<file path="config.mk">
export PLATFORM = sky130hd
export DESIGN_NAME = cbsel_arb
export DESIGN_NICKNAME = d
export VERILOG_FILES = /design/src/rtl/cbsel_arb.sv
export SDC_FILE = /design/constraint.sdc
export NUM_CORES = 1
export LEC_CHECK = 0
export CAP_MARGIN = 0
export CORE_UTILIZATION = 45
export CTS_BUF_LIST = sky130_fd_sc_hd__clkbuf_8
export DETAILED_ROUTE_END_ITERATION = 10
export HOLD_SLACK_MARGIN = 0.08
export PLACE_DENSITY = 0.81
export SYNTH_ARGS = -nofsm -noshare
export SYNTH_HDL_FRONTEND = slang
export SYNTH_SLANG_ARGS = --single-unit
export TNS_END_PERCENT = 50
</file>
<file path="constraint.sdc">
create_clock -name clk -period 1.9 [get_ports clk]
set_input_delay 0.38 -clock clk [delete_from_list [all_inputs] [get_ports clk]]
set_output_delay 0.38 -clock clk [all_outputs]
set_load 0.1 [all_outputs]
</file>
<file path="src/rtl/cbsel_arb.sv">
// Round-robin arbiter driving the one-hot select of the cbsel 4:1 mux, with a
// valid/ready output register. Define CBSEL_ARB_FIXED_PRIO_EN for fixed priority (3 highest).
module cbsel_arb #(
    parameter int WIDTH = 10
) (
    input  logic             clk,
    input  logic             rst_n,
    input  logic [3:0]       req,
    output logic [3:0]       ack,
    output logic [3:0]       d,
    input  logic [WIDTH-1:0] sel_data,
    output logic             out_valid,
    input  logic             out_ready,
    output logic [WIDTH-1:0] out_data,
    output logic [1:0]       out_src
);

    localparam logic [1:0] IDLE  = 2'd0;
    localparam logic [1:0] GRANT = 2'd1;
    localparam logic [1:0] HOLD  = 2'd2;

    logic [1:0] state;
    logic [1:0] pick_idx;
    logic [1:0] d_idx;
    logic [3:0] pick_onehot;

`ifdef CBSEL_ARB_FIXED_PRIO_EN
    // Ascending scan so the highest requesting index is the one left standing.
    always_comb begin
        // NOTE: every always_comb output gets a default first so no latch is inferred.
        pick_idx = 2'd0;
        for (int k = 0; k < 4; k++) begin
            if (req[k]) pick_idx = 2'(k);
        end
    end
`else
    logic [1:0] ptr;
    logic [3:0] req_rot;
    logic [1:0] pick_off;

    // Rotate so that bit 0 of req_rot is source ptr, then take the lowest set bit.
    always_comb begin
        case (ptr)
            2'd0:    req_rot = req;
            2'd1:    req_rot = {req[0],   req[3:1]};
            2'd2:    req_rot = {req[1:0], req[3:2]};
            default: req_rot = {req[2:0], req[3]};
        endcase
        pick_off = 2'd0;
        for (int k = 3; k >= 0; k--) begin
            if (req_rot[k]) pick_off = 2'(k);
        end
        pick_idx = ptr + pick_off;
    end
`endif

    assign pick_onehot = 4'b0001 << pick_idx;
    assign d_idx       = {d[3] | d[2], d[3] | d[1]};
    assign ack         = (state == GRANT) ? d : 4'b0000;

    always_ff @(posedge clk) begin
        if (!rst_n) begin
            // NOTE: sequential state uses non-blocking assignments so every register samples pre-edge values.
            state     <= IDLE;
            d         <= 4'b0000;
            out_valid <= 1'b0;
            out_data  <= '0;
            out_src   <= 2'd0;
`ifndef CBSEL_ARB_FIXED_PRIO_EN
            ptr       <= 2'd0;
`endif
        end else begin
            case (state)
                IDLE: begin
                    if (|req) begin
                        d     <= pick_onehot;
                        state <= GRANT;
                    end
                end
                GRANT: begin
                    // d has been stable all cycle, so sel_data is the granted source's word.
                    out_data  <= sel_data;
                    out_src   <= d_idx;
                    out_valid <= 1'b1;
`ifndef CBSEL_ARB_FIXED_PRIO_EN
                    ptr       <= d_idx + 2'd1;
`endif
                    d         <= 4'b0000;
                    state     <= HOLD;
                end
                HOLD: begin
                    if (out_ready) begin
                        out_valid <= 1'b0;
                        if (|req) begin
                            d     <= pick_onehot;
                            state <= GRANT;
                        end else begin
                            state <= IDLE;
                        end
                    end
                end
                default: begin
                    d         <= 4'b0000;
                    out_valid <= 1'b0;
                    state     <= IDLE;
                end
            endcase
        end
    end

endmodule

</file>
==> flow_results.org <==
** Synthesis
- Cell type with the highest aggregate area in the netlist :: dfxtp_1
- For this run, the register share of the synthesized area comes to 0.401.
- The cell count after synthesis came out at 131.
- By instance count, the leading cell after synthesis is nand2_1.
- The number of nets handed over by synthesis was 149.
- Count of unique library cells instantiated by Yosys :: 31
- Counting flops and latches in the post-synthesis netlist gives 21.
- Summing every instance area after synthesis gives 0.00105 sq mm.
- The Yosys step of the flow raised 0 warnings.
- Mean area per synthesized cell :: 8.00 sq um
- Number of synthesized flops with an enable pin :: 0
- Dominant cells by area after synthesis :: dfxtp_1 40%, nand2_1 9.7%, a21boi_1 7.2%
- Fraction of post-synthesis cell area in the top cell type by area :: 0.401
- Counting flops with an async set or reset pin after synthesis yields a share of 0.
- Synth Flop Type :: dfxtp_1
- Synth top cells by count :: 27 x nand2_1, 21 x dfxtp_1, 10 x a21boi_1, 10 x nor2_1, 6 x nor3_1

** Finish
- Filler cell count :: 145
- The number of antenna diodes in the final layout is 0.
- In the final layout, the share of cells above drive strength 1 is 0.363.
- Area overhead of the layout relative to synthesis :: 65.4%
- Register area :: 424 sq um
- For this run, the post-layout net count is 198.
- Multi-input logic area :: 693 sq um
- Once layout is complete, the cells apart from fillers number 207.

** Timing
- The worst path needs 1.87 ns of the cycle, external delays included.
- Setup violators final :: 0
- Slew margin rel. :: 0.636
- Final-report hold violation count :: 0
- The final number of max-transition violations is 0.
- Transition time at the pin with the least slew margin :: 0.547 ns
- Fmax :: 534 MHz
- Clock skew on the completed layout was measured at 0.00867 ns.
- Hold slack final :: 0.453 ns
- Final clock period utilization by the worst path :: 0.985

** Worst hold path
- Instance count along the most critical hold path :: 2
- The worst hold path terminates at out_data[0].
- Path category of the worst min-delay check :: flip-flop to flip-flop
- Hold Startpoint :: out_data[0]

** Worst setup path
- Type of destination of the critical path :: flip-flop
- Worst Setup Path Type :: flip-flop to flip-flop
- In this run the critical register-to-register path is captured at d[0].
- Data arrival at the endpoint of the critical path :: 2.09 ns
- The largest single stage delay on the critical path is 0.47 ns.
- In this run the worst path has a maximum fanout of 9.
- Launch instance of the worst register-to-register path :: ptr[0]
- The worst register-to-register path has a depth of 9.
- Buf+Inv Stages, Crit Path :: 0
- Critical path, cell by cell :: nand3_1 -> o311ai_1 -> o21ai_1 -> nand2_1 -> ha_4 -> xor2_4 -> nor4_4 -> mux2i_1 -> nand2_1
- Gate family responsible for the most delay along the worst path :: simple AND/OR/NAND/NOR gates
- Worst setup SP type :: flip-flop
- For the worst setup path, the data required time is 2.11 ns.
- For flop-to-flop paths, the worst setup slack is 0.03 ns.
- The cell that appears most often on the critical path is nand2_1.
- On the critical path, the stage with the largest delay is an instance of dfxtp_2.

** Route
- In this run the remaining antenna-violating nets after routing total 0.
- After detailed routing, the average wire length per cell comes to 15.8 um.
- Wires add up to 3260 um.
- Via total after detailed routing :: 1130
- Number of DRC violations after detailed-routing iteration 0 :: 24
- Length of the first detailed-routing pass in iterations :: 4
- In the routed design, unresolved DRC markers number 0.
- Using the TritonRoute via totals, the vias-per-cell ratio works out to 5.46.

** Placement
- At the end of routability-driven placement, the weighted congestion stood at 0.829.
- In this run, placement finished with an instance count of 201.
- In this run the tool buffered the top-level ports with 37 buffer cells.
- Detailed placement finished with a half-perimeter wire length of 1980 um.

** Run status
- Status :: complete, no violations

** Clock network
- Buffers inserted during clock tree synthesis total 3.
- The root buffer cell chosen for the clock tree is clkbuf_8.
- Number of buffers on the longest clock path :: 2
- In this run, post-CTS hold repair placed 0 buffers.
- Number of levels in the clock H-tree :: 1
- TritonCTS built the clock tree.
- Clk sinks :: 21
- Clock latency on the worst-skew pair, taken at its later pin, is 0.26 ns.
- CTS clock-pin slew for the worst setup and hold paths :: 0.08 ns

** Die
- The die covers 0.00253 sq mm.
- Num ports :: 38
- In this run the core area contains 17 standard-cell rows.
- Die X :: 50.3 um
- The region available for standard cell placement spans 0.00221 sq mm.
- Die Y :: 50.3 um
- Initial core utilization :: 0.474

** Global route
- Antenna violations before repair :: 0
- Entering global routing, the biggest net connects 16 pins.
- In the global route stage, overall resource usage came out at 0.263.
- The number of global-route vias before repair came to 1021.
- Global route overflow :: 0
- First-pass GRT wire length :: 4910 um

** Job
- Across the run, the number of max-cap violations was 0.

** Pwr
- IR analysis of the VDD net gives a maximum drop of 0.000650 V.
- Areal power density over the cells :: 838 mW/mm^2
- In this run the static leakage power is 0.000733 uW.
==> registers in the layout, summed over array words and instances, names as in the netlist <==
register   flops
out_valid      1
out_src        2
d              4
out_data      10
state          2
ptr            2
==> area by class of cell <==
type	instances	share of cell area
tap	28	0.0202
clock buffer	3	0.0238
multi-input combinational	99	0.400
clock inverter	1	0.00289
timing repair buffer	53	0.304
sequential	21	0.245
inverter	2	0.00505
==> layer usage <==
metal / up-vias / global-route usage / routed length (um)
met3: 12 / 0.0273 / 146
li1: 540 / - / -
met4: 0 / 0.119 / 93
met1: 535 / 0.331 / 1320
met5: - / 0 / 0
met2: 43 / 0.449 / 1700
==> where the power goes <==
group	total [uW]	internal (uW)	switching, uW
Combinational	632	214	418
Sequential	525	481	43.6
Clock	297	146	151
==> metrics by stage <==
stage / util / power [uW] / cell area (sq um) / TNS (ns) / setup WS [ns]
CTS: 0.757 / 1420 / 1670 / 0 / 0.0515
global placement: 0.702 / 1070 / 1550 / -1.16 / -0.311
global route: 0.784 / 1510 / 1730 / -0.123 / -0.0457
floorplan: - / 915 / 1060 / -0.156 / -0.104
finish: 0.784 / 1450 / 1730 / 0 / 0.0282
detailed placement: 0.702 / 1090 / 1550 / -1.69 / -0.460
==> worst register-to-register path, cell delays in order (launching register included) <==
cell and delay (ns):
dfxtp_2 0.47, nand3_1 0.16, o311ai_1 0.14, o21ai_1 0.12, nand2_1 0.13, ha_4 0.19
xor2_4 0.09, nor4_4 0.31, mux2i_1 0.13, nand2_1 0.09
==> repair_timing <==
item / in CTS / in global routing
setup endpoints to repair: 4 / 8
setup buffers: 0 / 2
pin swaps: 7 / 5
resized for setup: 16 / 15
==> cells by family (layout without fill, tap and decap cells) <==
group / count (synthesis) / count (layout) / share of synthesized area
buffers and inverters: 11 / 59 / 0.0537
AO/OA/AOI/OAI: 24 / 24 / 0.169
multiplexers: 4 / 4 / 0.0382
AND/OR/NAND/NOR: 67 / 67 / 0.301
flip-flops: 21 / 21 / 0.401
adder cells (fa/ha/maj): 1 / 1 / 0.0119
XOR/XNOR: 3 / 3 / 0.0251
==> placed cells by master, fill, tap and decap left out, types with 4 or more instances in the layout <==
cell type / netlist / final
buf_4: 0 / 28
nand2_1: 27 / 27
a21oi_1: 4 / 4
dfxtp_1: 21 / 18
buf_12: 0 / 8
nand2b_1: 4 / 4
mux2i_1: 4 / 4
a21boi_1: 10 / 10
nor2_1: 10 / 9
nand3_1: 5 / 5
clkdlybuf4s50_1: 0 / 12
and2_2: 0 / 4
nor2b_1: 5 / 4
==> how the worst max path moves through the flow <==
stage,from,end,slack (ns),cells past startpoint
5_1_grt,ptr[0],d[0],-0.05,9
6_report,ptr[0],d[0],0.03,9
3_3_place_gp,req[2],d[0],-0.31,9
3_5_place_dp,req[2],d[0],-0.46,9
2_1_floorplan,d[2],ack[2],-0.10,1
4_1_cts,state[0],ack[2],0.05,3
No activity file was read; power rests on OpenSTA's default activity.
